**config.mk**
```make
export PLATFORM = sky130hd
export DESIGN_NAME = clock_set_controller
export DESIGN_NICKNAME = d
export VERILOG_FILES = /design/src/rtl/clock_set_controller.sv
export SDC_FILE = /design/constraint.sdc
export NUM_CORES = 1
export LEC_CHECK = 0
export CAP_MARGIN = 10
export CORE_ASPECT_RATIO = 0.6
export CORE_MARGIN = 5
export CORE_UTILIZATION = 30
export CTS_BUF_LIST = sky130_fd_sc_hd__clkbuf_4
export CTS_CLUSTER_DIAMETER = 200
export DETAILED_ROUTE_END_ITERATION = 10
export RECOVER_POWER = 100
export SLEW_MARGIN = 0
export SYNTH_ARGS = -nofsm -noshare
export SYNTH_HDL_FRONTEND = slang
export SYNTH_SLANG_ARGS = --single-unit
export TNS_END_PERCENT = 1
```
**constraint.sdc**
```tcl
create_clock -name clk -period 3.34 [get_ports clk]
set_clock_uncertainty 0.05 [all_clocks]
set_input_delay 1.002 -clock clk [delete_from_list [all_inputs] [get_ports clk]]
set_output_delay 1.002 -clock clk [all_outputs]
set_load 0.01 [all_outputs]
```
**src/rtl/clock_set_controller.sv**
```systemverilog
// clock_set_controller: button-driven edit sequencer for the time/date counter.
// Detects button presses, walks the three fields of the selected mode, edits a
// shadow copy with per-field wrap-around and strobes a parallel load on commit.
module clock_set_controller #(
    parameter logic [13:0] YEAR_RST = 14'd2024
) (
    input  logic        clk,
    input  logic        rst,
    input  logic        mode,
    input  logic        butt_increase,
    input  logic        butt_decrease,
    input  logic        butt_change,
    input  logic [5:0]  cur_sec,
    input  logic [5:0]  cur_min,
    input  logic [4:0]  cur_hour,
    input  logic [4:0]  cur_day,
    input  logic [3:0]  cur_month,
    input  logic [13:0] cur_year,
    output logic        run_en,
    output logic        load,
    output logic [5:0]  set_sec,
    output logic [5:0]  set_min,
    output logic [4:0]  set_hour,
    output logic [4:0]  set_day,
    output logic [3:0]  set_month,
    output logic [13:0] set_year,
    output logic [1:0]  edit_field
);

    typedef enum logic [2:0] {
        ST_IDLE   = 3'd0,
        ST_F0     = 3'd1,
        ST_F1     = 3'd2,
        ST_F2     = 3'd3,
        ST_COMMIT = 3'd4
    } state_t;

    // Length of a month; February follows the year%4 leap rule.
    function automatic logic [4:0] days_in_month(input logic [3:0] month,
                                                 input logic [13:0] year);
        logic [4:0] d;
        case (month)
            4'd4, 4'd6, 4'd9, 4'd11: d = 5'd30;
            4'd2:                    d = (year[1:0] == 2'd0) ? 5'd29 : 5'd28;
            default:                 d = 5'd31;
        endcase
        return d;
    endfunction

    // One step up or down inside [lo, hi], wrapping at either end.
    function automatic logic [13:0] wrap_step(input logic [13:0] val,
                                              input logic [13:0] lo,
                                              input logic [13:0] hi,
                                              input logic        up);
        logic [13:0] r;
        if (up) begin
            if (val >= hi) r = lo;
            else           r = val + 14'd1;
        end else begin
            if (val <= lo) r = hi;
            else           r = val - 14'd1;
        end
        return r;
    endfunction

    state_t      state_r;
    logic        edit_mode_r;
    logic        inc_prev_r;
    logic        dec_prev_r;
    logic        chg_prev_r;

    logic        inc_press_s;
    logic        dec_press_s;
    logic        chg_press_s;
    logic        adj_up_s;
    logic        adj_dn_s;
    logic        adj_any_s;
    logic [4:0]  dim_s;
    logic [1:0]  fld_idx_s;
    logic [2:0]  fld_sel_s;
    logic [13:0] fld_val_s;
    logic [13:0] fld_lo_s;
    logic [13:0] fld_hi_s;
    logic [13:0] fld_step_s;

    assign inc_press_s = butt_increase & ~inc_prev_r;
    assign dec_press_s = butt_decrease & ~dec_prev_r;
    assign chg_press_s = butt_change   & ~chg_prev_r;

    // A change press wins over adjustments; opposing adjustments cancel.
    assign adj_up_s  = inc_press_s & ~dec_press_s & ~chg_press_s;
    assign adj_dn_s  = dec_press_s & ~inc_press_s & ~chg_press_s;
    assign adj_any_s = adj_up_s | adj_dn_s;

    assign dim_s = days_in_month(set_month, set_year);

    // Previous button levels for rising-edge press detection.
    always_ff @(posedge clk or posedge rst) begin
        if (rst) begin
            inc_prev_r <= 1'b0;
            dec_prev_r <= 1'b0;
            chg_prev_r <= 1'b0;
        end else begin
            inc_prev_r <= butt_increase;
            dec_prev_r <= butt_decrease;
            chg_prev_r <= butt_change;
        end
    end

    // Select the active field with its legal range and compute its stepped value.
    always_comb begin
        case (state_r)
            ST_F0:   fld_idx_s = 2'd0;
            ST_F1:   fld_idx_s = 2'd1;
            ST_F2:   fld_idx_s = 2'd2;
            default: fld_idx_s = 2'd3;
        endcase
        fld_sel_s = {edit_mode_r, fld_idx_s};
        case (fld_sel_s)
            3'b000: begin fld_val_s = {9'd0, set_hour};  fld_lo_s = 14'd0; fld_hi_s = 14'd23;         end
            3'b001: begin fld_val_s = {8'd0, set_min};   fld_lo_s = 14'd0; fld_hi_s = 14'd59;         end
            3'b010: begin fld_val_s = {8'd0, set_sec};   fld_lo_s = 14'd0; fld_hi_s = 14'd59;         end
            3'b100: begin fld_val_s = {9'd0, set_day};   fld_lo_s = 14'd1; fld_hi_s = {9'd0, dim_s};  end
            3'b101: begin fld_val_s = {10'd0, set_month}; fld_lo_s = 14'd1; fld_hi_s = 14'd12;        end
            3'b110: begin fld_val_s = set_year;          fld_lo_s = 14'd0; fld_hi_s = 14'd9999;       end
            default: begin fld_val_s = 14'd0;            fld_lo_s = 14'd0; fld_hi_s = 14'd0;          end
        endcase
        fld_step_s = wrap_step(fld_val_s, fld_lo_s, fld_hi_s, adj_up_s);
    end

    // Shadow edit registers: capture on entry, adjust the active field, clamp day on commit.
    always_ff @(posedge clk or posedge rst) begin
        if (rst) begin
            edit_mode_r <= 1'b0;
            set_sec     <= 6'd0;
            set_min     <= 6'd0;
            set_hour    <= 5'd0;
            set_day     <= 5'd1;
            set_month   <= 4'd1;
            set_year    <= YEAR_RST;
        end else if (state_r == ST_IDLE) begin
            if (chg_press_s) begin
                edit_mode_r <= mode;
                set_sec     <= cur_sec;
                set_min     <= cur_min;
                set_hour    <= cur_hour;
                set_day     <= cur_day;
                set_month   <= cur_month;
                set_year    <= cur_year;
            end
        end else if ((state_r == ST_F2) && chg_press_s) begin
            if (edit_mode_r && (set_day > dim_s)) begin
                set_day <= dim_s;
            end
        end else if (adj_any_s) begin
            case (fld_sel_s)
                3'b000:  set_hour  <= fld_step_s[4:0];
                3'b001:  set_min   <= fld_step_s[5:0];
                3'b010:  set_sec   <= fld_step_s[5:0];
                3'b100:  set_day   <= fld_step_s[4:0];
                3'b101:  set_month <= fld_step_s[3:0];
                3'b110:  set_year  <= fld_step_s;
                default: ;
            endcase
        end
    end

    // Edit sequencer with registered run/load/field-indicator outputs.
    always_ff @(posedge clk or posedge rst) begin
        if (rst) begin
            state_r    <= ST_IDLE;
            run_en     <= 1'b1;
            load       <= 1'b0;
            edit_field <= 2'd0;
        end else begin
            case (state_r)
                ST_IDLE: begin
                    if (chg_press_s) begin
                        state_r    <= ST_F0;
                        run_en     <= 1'b0;
                        edit_field <= 2'd1;
                    end
                end
                ST_F0: begin
                    if (chg_press_s) begin
                        state_r    <= ST_F1;
                        edit_field <= 2'd2;
                    end
                end
                ST_F1: begin
                    if (chg_press_s) begin
                        state_r    <= ST_F2;
                        edit_field <= 2'd3;
                    end
                end
                ST_F2: begin
                    if (chg_press_s) begin
                        state_r    <= ST_COMMIT;
                        edit_field <= 2'd0;
                        load       <= 1'b1;
                    end
                end
                ST_COMMIT: begin
                    state_r <= ST_IDLE;
                    run_en  <= 1'b1;
                    load    <= 1'b0;
                end
                default: begin
                    state_r    <= ST_IDLE;
                    run_en     <= 1'b1;
                    load       <= 1'b0;
                    edit_field <= 2'd0;
                end
            endcase
        end
    end

endmodule

```
==> impl_metrics.yaml <==
timing:
  rsz0062_at_grt: "yes"
  finalWorstSetupSlack_ns: -0.0160
  tightest_slew_ns: 1.31
  setup_viol: 3
  hold_violations: 0
  fin_crit_ns: 3.36
  final.period_utilization_pct: 100
  relSlewSlack_pct: 13.0
  drv_slew: 0
  fmaxAchievable_mhz: 298
logic_synthesis:
  synth_cell_types: 72
  yosysSeqAreaShare_pct: 31.4
  synth-xor-area-share_pct: 2.78
  ys_async_sr_fraction_pct: 100
  synth_simple_gate_area_share_pct: 24.5
  synth_enable_flop_cells: 0
  ys.flop_type: "dfrtp_1"
  syn_nets: 560
  synth.mux.area_fraction_pct: 6.07
  synth_top_family_by_area: "compound AO/OA/AOI/OAI gates"
  netlist_instances: 500
  synth_compound_area_share_pct: 24.8
  syn_avg_cell_area_um2: 8.20
  synth_warnings: 0
  ys_ff_latch: 51
  synthesis.area_um2: 4100
  post_synth_fa_ha_maj_area_fraction_pct: 4.27
final_layout:
  fin_nets: 730
  n_antenna_cell: 0
  area_delta_synth_final_pct: 48.2
  final_common_cell: "buf_4"
  fin_cells: 846
  drive_gt1_share_pct: 25.3
  layout_common_cells: "buf_4 (96), nand2_1 (63), nor2_1 (61)"
  final_core_utilization_pct: 45.0
floorplan:
  die_w_um: 161
  dieArea_um2: 16200
  die_h_um: 101
  core_um2: 13500
  initial_core_util_pct: 30.4
  rows: 33
  num_io_pins: 90
drt:
  vias: 4666
  wirelength_um: 17100
  drc: 0
  drtIter0Drc: 424
  drtPass1Iterations: 5
  antenna_left: 0
  wl_per_cell_um: 20.3
  via_per_inst: 5.52
global_routing:
  gr-total-overflow: 0
  grt_pass1_wl_um: 26700
  antenna_found_initial: 0
  first_global_vias: 4593
  grt_usage_pct: 21.2
  grt_max_degree: 52
cts:
  htreeDepth: 2
  cts_buffers: 5
  clk_pin_slew_ns: 0.20
  cts_sinks: 51
  cts_buffer_depth: 2
  tritoncts: "done"
  clk_latency_ns: 0.41
  cts_root_buf: "clkbuf_4"
power_and_ir_drop:
  intPower_uw: 3770
  pwr-share-comb_pct: 79.1
  switching_share_pct: 50.6
  leakage_uw: 0.00263
  power_frac_seq_pct: 16.6
  p_sw_uw: 3850
  max-vdd-ir-drop_uv: 506
  powerDensity_nw_per_um2: 1250
  p_clk_share_pct: 4.3
status:
  outcome: "complete, but fails checks"
  violations: "negative setup slack"
setup_path:
  critical_path_class: "reg2reg"
  crit_fanout: 6
  critPathRequiredTime_ns: 3.58
  startpoint_type: "register"
  critPathArrivalTime_ns: 3.60
  r2r_cells: 16
  end_kind: "register"
place:
  gp_congestion: 1.00
  portBuffers: 89
  hpwl_um: 13700
  dp.cells: 837
min_path:
  min_path_type: "reg2reg"
  hold_depth: 2
flow_run:
  drv_cap: 0
layout make-up:
type | instances | area [um2]
Fill cell | 1305 | 7430
Multi-Input combinational cell | 397 | 2700
Timing Repair Buffer | 196 | 1730
Sequential cell | 51 | 1290
Tap cell | 175 | 219
Inverter | 19 | 73.8
Clock buffer | 5 | 37.5
Clock inverter | 3 | 23.8
synthesized netlist by cell type (all sizes together) (3+ instances only):
cell     count  area, um2
xor2         5       43.8
nor3        15       80.1
o21ai       19       95.1
nand2b       4       25.0
nor4        10       92.6
mux2i       11        110
nor3b        3       22.5
dfrtp       41       1030
and3         7       43.8
o31ai       28        210
ha          14        175
or3          5       31.3
a221oi       4       52.6
and2         3       18.8
nand4        4       25.0
a31oi        8       50.1
a21oi       32        160
inv         19       71.3
a21o         6       45.0
xnor2        8       70.1
clkbuf      19       71.3
nand2       63        236
nand3       10       50.1
o21a         3       22.5
o2111ai      3       26.3
or4          3       22.5
a211oi       9       82.6
buf         14        111
mux2         8       93.8
or2          4       25.0
nor2b        4       25.0
dfstp       10        263
o211ai       8       60.1
nor2        62        235
worst max-delay path, stage by stage (launching register included):
cell and delay, ns:
dfrtp_2 0.49, buf_4 0.17, and4b_1 0.20, buf_4 0.16, and2_1 0.17, ha_1 0.30, buf_4 0.11, nand2_1 0.06
o31ai_2 0.21, o2111ai_1 0.20, o311ai_1 0.11, buf_4 0.22, nor2_2 0.05, buf_4 0.17, a221oi_4 0.29, buf_6 0.19
o31ai_2 0.07
state kept, by name, summed over array words and instances, names as in the netlist:
signal / flops
chg_prev_r: 1
dec_prev_r: 1
edit_field: 2
edit_mode_r: 1
inc_prev_r: 1
load: 1
run_en: 1
set_day: 5
set_hour: 5
set_min: 6
set_month: 4
set_sec: 6
set_year: 14
state_r: 3
worst paths after layout:
| check | from | end | slack, ns |
|---|---|---|---|
| setup reg to reg | state_r[0] | set_month[1] | -0.02 |
| hold / removal | run_en | run_en | 0.42 |
| hold reg to reg | run_en | run_en | 0.42 |
| max in group asynchronous | rst | edit_mode_r | 0.96 |
| min in group asynchronous | rst | load | 1.38 |
| setup / recovery | state_r[0] | set_month[1] | -0.02 |
cells by family (layout without fill, tap and decap cells):
family / count (synthesis) / in the layout
flops: 51 / 51
buf+inv: 52 / 223
simple gates: 205 / 205
mux: 21 / 21
xor+xnor: 13 / 13
fa+ha+maj: 14 / 14
compound gates: 144 / 144
through the flow:
step | instance area [um2] | setup TNS [ns] | hold slack [ns] | setup WS [ns] | power (uW)
after floorplan | 4120 | -0.437 | 0.415 | -0.0328 | 4190
after global placement | 5870 | -0.0213 | 0.397 | -0.00666 | 6850
after detailed placement | 5870 | -0.386 | 0.406 | -0.0856 | 6840
after CTS | 5970 | 0 | 0.427 | 0.00244 | 7330
after global routing | 6070 | -2.27 | 0.475 | -0.135 | 8150
final | 6070 | -0.0302 | 0.417 | -0.0160 | 7620
metal layers:
metal | vias up | routed length [um] | track usage (%) | share of wire (%)
li1 | 2179 | - | - | -
met1 | 2239 | 8750 | 33.6 | 51
met2 | 240 | 6350 | 27.3 | 37
met3 | 8 | 1950 | 7.52 | 11
met4 | 0 | 93 | 3.21 | 0.54
met5 | - | 0 | 0 | 0
power by group through the flow:
stage / sequential, uW / combinational, uW / clock (uW)
after floorplan: 1260 / 2930 / 0
after global placement: 1270 / 5590 / 0
after detailed placement: 1260 / 5570 / 0
after CTS: 1260 / 5730 / 341
after global routing: 1300 / 6490 / 364
final: 1260 / 6030 / 328
repair_timing:
item                                   CTS  global route
hold buffers                             0             0
setup endpoints to repair               14            37
endpoints found under the hold margin    0             0
pin swaps                                0             8
gates resized for setup                  8            25
setup buffers                            0             1
No activity file was read; power rests on OpenSTA's default activity.
